**src/rtl/alu_sequencer.sv**
```systemverilog
// Request/result sequencer wrapped around a combinational ALU: captures one operation,
// holds its operands on the ALU inputs for 1 or MUL_CYCLES cycles, then presents the result.
module alu_sequencer #(
    parameter int unsigned MUL_CYCLES = 4,
    parameter logic [3:0]  MUL_OPCODE = 4'b0010
) (
    input  logic        clk,
    input  logic        rst,
    input  logic        in_valid,
    output logic        in_ready,
    input  logic [31:0] in_a,
    input  logic [31:0] in_b,
    input  logic [3:0]  in_opcode,
    input  logic [4:0]  in_sr_bit,
    input  logic [2:0]  in_sr_cont,
    output logic [31:0] In1,
    output logic [31:0] In2,
    output logic [3:0]  opcode,
    output logic [4:0]  SR_Bit,
    output logic [2:0]  SR_Cont,
    input  logic [31:0] alu_out,
    output logic        out_valid,
    input  logic        out_ready,
    output logic [31:0] out_result,
    output logic [3:0]  out_opcode,
    output logic        busy,
    output logic [15:0] op_count
);

    typedef enum logic [1:0] {IDLE, EXEC, DONE} state_t;

    localparam logic [3:0] MUL_LOAD = 4'(MUL_CYCLES - 1);

    state_t     state;
    state_t     state_nxt;
    logic [3:0] cnt;
    logic       accept;
    logic       finish;
    logic       deliver;

    always_comb begin
        state_nxt = state;
        in_ready  = 1'b0;
        out_valid = 1'b0;
        busy      = 1'b0;
        accept    = 1'b0;
        finish    = 1'b0;
        deliver   = 1'b0;
        case (state)
            IDLE: begin
                // in_ready is masked by rst so a request during reset is never acknowledged
                in_ready = !rst;
                accept   = in_valid && !rst;
                if (accept) state_nxt = EXEC;
            end
            EXEC: begin
                busy   = 1'b1;
                finish = (cnt == 4'd0);
                if (finish) state_nxt = DONE;
            end
            DONE: begin
                busy      = 1'b1;
                out_valid = 1'b1;
                deliver   = out_ready;
                if (out_ready) state_nxt = IDLE;
            end
            default: state_nxt = IDLE;
        endcase
    end

    always_ff @(posedge clk) begin
        if (rst) begin
            state      <= IDLE;
            cnt        <= '0;
            In1        <= '0;
            In2        <= '0;
            opcode     <= '0;
            SR_Bit     <= '0;
            SR_Cont    <= '0;
            out_result <= '0;
            out_opcode <= '0;
            op_count   <= '0;
        end else begin
            state <= state_nxt;
            if (accept) begin
                In1     <= in_a;
                In2     <= in_b;
                opcode  <= in_opcode;
                SR_Bit  <= in_sr_bit;
                SR_Cont <= in_sr_cont;
                cnt     <= (in_opcode == MUL_OPCODE) ? MUL_LOAD : 4'd0;
            end else if (state == EXEC && cnt != 4'd0) begin
                cnt <= cnt - 4'd1;
            end
            if (finish) begin
                out_result <= alu_out;
                out_opcode <= opcode;
            end
            if (deliver) op_count <= op_count + 16'd1;
        end
    end

endmodule

```
**config.mk**
```make
export PLATFORM = sky130hd
export DESIGN_NAME = alu_sequencer
export DESIGN_NICKNAME = d
export VERILOG_FILES = /design/src/rtl/alu_sequencer.sv
export SDC_FILE = /design/constraint.sdc
export NUM_CORES = 1
export LEC_CHECK = 0
export CAP_MARGIN = 10
export CORE_MARGIN = 2
export CORE_UTILIZATION = 41
export CTS_CLUSTER_SIZE = 16
export DETAILED_ROUTE_END_ITERATION = 10
export PLACE_DENSITY = 0.86
export SLEW_MARGIN = 20
export SYNTH_ARGS = -nofsm -noshare
export SYNTH_HDL_FRONTEND = slang
export SYNTH_SLANG_ARGS = --single-unit
```
**constraint.sdc**
```tcl
create_clock -name clk -period 2.1 [get_ports clk]
set_input_delay 0.42 -clock clk [delete_from_list [all_inputs] [get_ports clk]]
set_output_delay 0.42 -clock clk [all_outputs]
set_load 0.1 [all_outputs]
```
==> reports/metrics.csv, run 1 <==
metric,value,unit
Leak,0.00361,uW
"commonest non-fill, non-tap cell in the layout",nand2_1,
DPL Wire Length,9.61,mm
Sw Ratio,47.0,%
largest net degree at the start of global routing,80,
Worst-Margin Slew,0.641,ns
"commonest cells after routing, fill and taps aside","234 x nand2_1, 135 x buf_4, 121 x dfxtp_1",
Worst setup EP type,output pin,
crit path kind,reg -> out,
Post-synth top flop,dfxtp_1,
die area,13400,um^2
Tcrit/Tclk final,94.5,%
Post-Route Skew,0.00479,ns
multi-input logic area,2260,um^2
IO Pins,243,
vias per cell,4.78,
Final Worst Setup Slack,0.115,ns
n_diodes,0,
clk slew on worst S/H paths,0.05,ns
status,"complete, no violations",
Max Cap Violations,0,
power share of the combinational group,46.5,%
"Seq/Total Area, Yosys",52.5,%
"Avg Cell Area, Syn",8.30,um^2
Initial Utilization,42.2,%
placed cell area,7450,um^2
Hold Buf Count CTS,0,
Worst Path Required,1.68,ns
Internal Power,6510,uW
"EDFF count, synth",0,
CTS tree,done,
root buffer cell,clkbuf_16,
Reg area,2700,um^2
CTS resizes,0,
Pwr Total,12300,uW
RSZ-0062 raised after global routing,no,
GR Overflow Total,0,
CP Launch Type,register,
post-synth net total,735,
gr usage total,21.3,%
DRC viols,0,
ANT nets after route,0,
CTS Buf Count,17,
starting DRC count in detailed routing,290,
Hold Crit Class,reg -> reg,
final setup fails,0,
1st-pass router iterations,6,
Flop pwr share,26.7,%
Routed WL,14.2,mm
layout cells sized above 1,23.1,%
via count,4922,
Final Non-Filler Cells,1029,
post-CTS repair timing setup buffer count,0,
NetSw,5770,uW
FP Rows,40,
asr flop ratio synth,0,%
Place WS,0.0459,ns
Cells after Synth,616,
post-synthesis register bit count,134,
vias in the first global route,4720,
CTS sink count,134,
CP Max Fanout,3,
Area growth syn-to-layout,58.8,%
dpl cells,997,
Final GP Congestion,0.765,
initial antenna violation count,0,
fin. max-slew vios,0,
WP data arrival,1.57,ns
clock power share,26.8,%
final count of hold timing violations,0,
number of port buffers,242,
H-tree levels,4,
final core utilization,67.0,%
"Cell Area, Synth",5110,um^2
fmax,504,MHz
PD cells,1510,nW/um^2
die height,116,um
first-pass GRT wire length,22.4,mm
crit path time final,1.99,ns
worst skew pair latency,0.41,ns
Layout Nets,967,
Final Instance Area,8120,um^2
routed len/inst,13.8,um
Peak VDD IR,0.782,mV
Synth cell types,37,
core area,12100,um^2
die width,116,um
Synth Warn #,0,
CTS max path bufs,2,
slew margin rel.,57.3,%
# fillers,990,
==> final timing paths <==
check	start	to	slack, ns	depth (start not counted)
worst max-delay path	state[0]	in_ready	0.11	5
worst max register to register	cnt[0]	state[0]	0.24	6
worst min register to register	out_opcode[0]	out_opcode[0]	0.45	2
worst min-delay path	out_opcode[0]	out_opcode[0]	0.45	2
==> logic make-up (layout without fill, tap and decap cells) <==
family | count (synthesis) | in the layout | share of synthesized area, %
buf+inv | 48 | 293 | 3.82
fa+ha+maj | 7 | 7 | 1.71
compound gates | 51 | 51 | 5.43
simple gates | 361 | 361 | 34.0
flops | 134 | 134 | 52.5
xor+xnor | 14 | 14 | 2.40
mux | 1 | 1 | 0.196
==> synth_stat cells, types with 3 or more instances <==
library cell / count / area [um^2]
dfxtp_1: 134 / 2680
nand3_1: 7 / 35.0
ha_1: 7 / 87.6
nand4_1: 3 / 18.8
xnor2_1: 6 / 52.6
nand3b_1: 76 / 571
nor2_1: 18 / 67.6
buf_4: 3 / 22.5
buf_2: 3 / 15.0
o21ai_0: 3 / 15.0
inv_1: 9 / 33.8
nand2_1: 234 / 878
a21oi_1: 41 / 205
clkbuf_1: 33 / 124
nor3_1: 6 / 30.0
xor2_1: 8 / 70.1
==> final cells by class <==
type / count / area share, %
flip-flops and latches: 134 / 33.2
inverters: 9 / 0.416
repair buffers: 252 / 27.8
clock inverters: 12 / 2.43
multi-input cells: 434 / 27.8
well taps: 168 / 2.59
clock buffers: 20 / 5.75
==> through the flow <==
| stage | setup TNS (ns) | hold slack (ns) |
|---|---|---|
| after floorplan | -0.118 | 0.490 |
| after global placement | 0 | 0.443 |
| after detailed placement | 0 | 0.447 |
| after CTS | 0 | 0.455 |
| after global routing | 0 | 0.465 |
| final | 0 | 0.453 |
==> registers in the layout, indices dropped and copies added, names as in the netlist <==
register and cells:
state 2, In1 32, cnt 4, SR_Cont 3
out_result 32, op_count 16, SR_Bit 5, opcode 4
In2 32, out_opcode 4
==> metal layers <==
metal	part of all wire [%]	GRT usage, %	up-vias
li1	-	-	2470
met1	41	24.5	2242
met2	47	34.7	180
met3	9.4	8.53	30
met4	2.4	10.3	0
met5	0	0	-
==> power by group through the flow <==
stage	logic, uW	registers (uW)	clock network (uW)
final	5710	3280	3290
after global routing	5970	3330	3480
after CTS	5750	3280	3360
after detailed placement	5740	3320	0
after global placement	5710	3310	0
after floorplan	1260	6420	0
==> critical path, stage by stage, from the launching register on <==
cell	delay, ns
dfxtp_1	0.32
inv_1	0.15
ha_1	0.23
inv_1	0.11
nor2_2	0.15
buf_12	0.19
Power figures use the tool's default switching activity.
==> run 2: changes to the inputs <==
Settings changed: CAP_MARGIN 10 to 20, CORE_MARGIN 2 to 1.5.
==> run 2 against run 1 <==
Net effect: sequential share of layout area rose by 0.41 points; register-to-register slack about the same; via count is 0.33% lower; largest power group unchanged; largest cell class unchanged; critical path type unchanged; first-iteration DRC count up 9.0%; sequential power about the same; maximum frequency rose by 1.3%.
==> reports/metrics.csv, run 2 (same netlist as run 1, synthesis figures left out) <==
metric,value,unit,change
fin. max-slew vios,0,,unchanged
number of port buffers,242,,unchanged
Worst path slowest cell,dfxtp_1,,
die height,115,um,-0.86%
layout cells sized above 1,22.8,%,-0.32 points
vias per cell,4.77,,-0.23%
"commonest non-fill, non-tap cell in the layout",nand2_1,,
CP Launch Type,register,,
"commonest cells after routing, fill and taps aside","234 x nand2_1, 135 x buf_4, 121 x dfxtp_1",,
final count of hold timing violations,0,,unchanged
routed len/inst,13.6,um,-2.1%
gr usage total,21.2,%,-0.11 points
final setup fails,0,,unchanged
root buffer cell,clkbuf_16,,
1st-pass router iterations,4,,-2
CTS tree,done,,
worst skew pair latency,0.41,ns,about the same
initial antenna violation count,0,,unchanged
Leak,0.00357,uW,-1.2%
Tcrit/Tclk final,93.3,%,-1.2 points
starting DRC count in detailed routing,316,,+9.0%
CTS resizes,0,,unchanged
DPL Wire Length,9.55,mm,-0.65%
RSZ-0062 raised after global routing,no,,
CP bufs+invs,3,,unchanged
Final GP Congestion,0.789,,+3.1%
fmax,510,MHz,+1.3%
Worst setup EP type,output pin,,
die width,115,um,-0.86%
CTS max path bufs,2,,unchanged
final core utilization,66.2,%,-0.82 points
worst r2r src,cnt[0],,
Hold Crit Class,reg -> reg,,
post-CTS repair timing setup buffer count,0,,unchanged
via count,4906,,-0.33%
first-pass GRT wire length,21.9,mm,-2.1%
clk slew on worst S/H paths,0.05,ns,about the same
DRC viols,0,,unchanged
status,"complete, no violations",,
Peak VDD IR,0.801,mV,+2.4%
cells on worst reg2reg path,6,,unchanged
n_diodes,0,,unchanged
# fillers,1031,,+4.1%
"delay-heaviest family, CP",buffers and inverters,,
Routed WL,13.9,mm,-2.2%
Top Registers,"In1: 32 flops, In2: 32 flops, out_result: 32 flops",,
Worst Hold Depth,2,,unchanged
FP Rows,40,,unchanged
IO Pins,243,,unchanged
Worst R2R End,state[0],,
Layout Nets,967,,unchanged
H-tree levels,4,,unchanged
GR Overflow Total,0,,unchanged
worst-path cell chain,inv_1 > ha_1 > inv_1 > nor2_2 > buf_12,,
R2R Setup Slk,0.23,ns,about the same
Hold Buf Count CTS,0,,unchanged
PD cells,1470,nW/um^2,-2.7%
slew margin rel.,56.4,%,-0.88 points
crit path time final,1.96,ns,-0.0259 ns
WP data arrival,1.54,ns,-0.03 ns
Post-Route Skew,0.00458,ns,-0.000214 ns
die area,13100,um^2,-1.7%
CTS Buf Count,17,,unchanged
ANT nets after route,0,,unchanged
largest net degree at the start of global routing,69,,-14%
hold endpoint,out_result[20],,
Area growth syn-to-layout,56.9,%,
hold_sp,out_result[20],,
most frequent CP cell,inv_1,,
crit path kind,reg -> out,,
Initial Utilization,42.2,%,unchanged
Worst-Margin Slew,0.654,ns,+0.0133 ns
crit-path max cell delay,0.32,ns,about the same
vias in the first global route,4561,,-3.4%
Max Cap Violations,0,,unchanged
CP Max Fanout,3,,unchanged
Worst path depth,5,,unchanged
Worst Path Required,1.68,ns,about the same
core area,12100,um^2,unchanged
hold_ws,0.452,ns,-0.000960 ns
CTS sink count,134,,unchanged
-- run 2: worst min-delay path, stage by stage (launching register included) --
cell	delay, ns
dfxtp_1	0.30
nand2_1	0.05
a21oi_1	0.05
-- run 2: how the worst max path moves through the flow --
| stage | start | end | slack, ns |
|---|---|---|---|
| finish | state[0] | in_ready | 0.14 |
| global route | state[0] | in_ready | 0.04 |
| CTS | state[0] | in_ready | 0.10 |
| detailed placement | out_ready | op_count[11] | 0.04 |
| global placement | out_ready | op_count[11] | 0.04 |
| floorplan | rst | in_ready | -0.12 |
-- run 2: final cells by class --
type | count | area, um^2 | share of cell area [%]
clock buffers | 21 | 460 | 5.74
clock inverters | 10 | 105 | 1.31
inverters | 9 | 33.8 | 0.421
multi-input cells | 434 | 2260 | 28.1
flip-flops and latches | 134 | 2700 | 33.7
well taps | 168 | 210 | 2.62
repair buffers | 252 | 2250 | 28.1
-- run 2: per-layer routing --
| layer | up-vias | track usage [%] | wire length, um |
|---|---|---|---|
| met5 | - | 0 | 0 |
| met4 | 0 | 9.08 | 283 |
| met3 | 21 | 8.58 | 1220 |
| met2 | 187 | 34.3 | 6690 |
| met1 | 2231 | 24.9 | 5740 |
| li1 | 2467 | - | - |
-- run 2: metrics by stage --
step / setup TNS (ns) / instances / setup slack [ns] / total power, uW / instance area [um^2]
5_1_grt: 0 / 1028 / 0.0372 / 12300 / 8020
6_report: 0 / 1028 / 0.141 / 11800 / 8020
4_1_cts: 0 / 1028 / 0.103 / 11900 / 8020
2_1_floorplan: -0.118 / 616 / -0.118 / 7680 / 5140
3_3_place_gp: 0 / 997 / 0.0405 / 9010 / 7450
3_5_place_dp: 0 / 997 / 0.0362 / 9050 / 7450
-- run 2: power breakdown --
| part | total [uW] | switching [uW] | internal [uW] |
|---|---|---|---|
| clock network | 2820 | 1040 | 1790 |
| registers | 3280 | 258 | 3020 |
| logic | 5710 | 4410 | 1300 |
| total | 11800 | 5710 | 6100 |
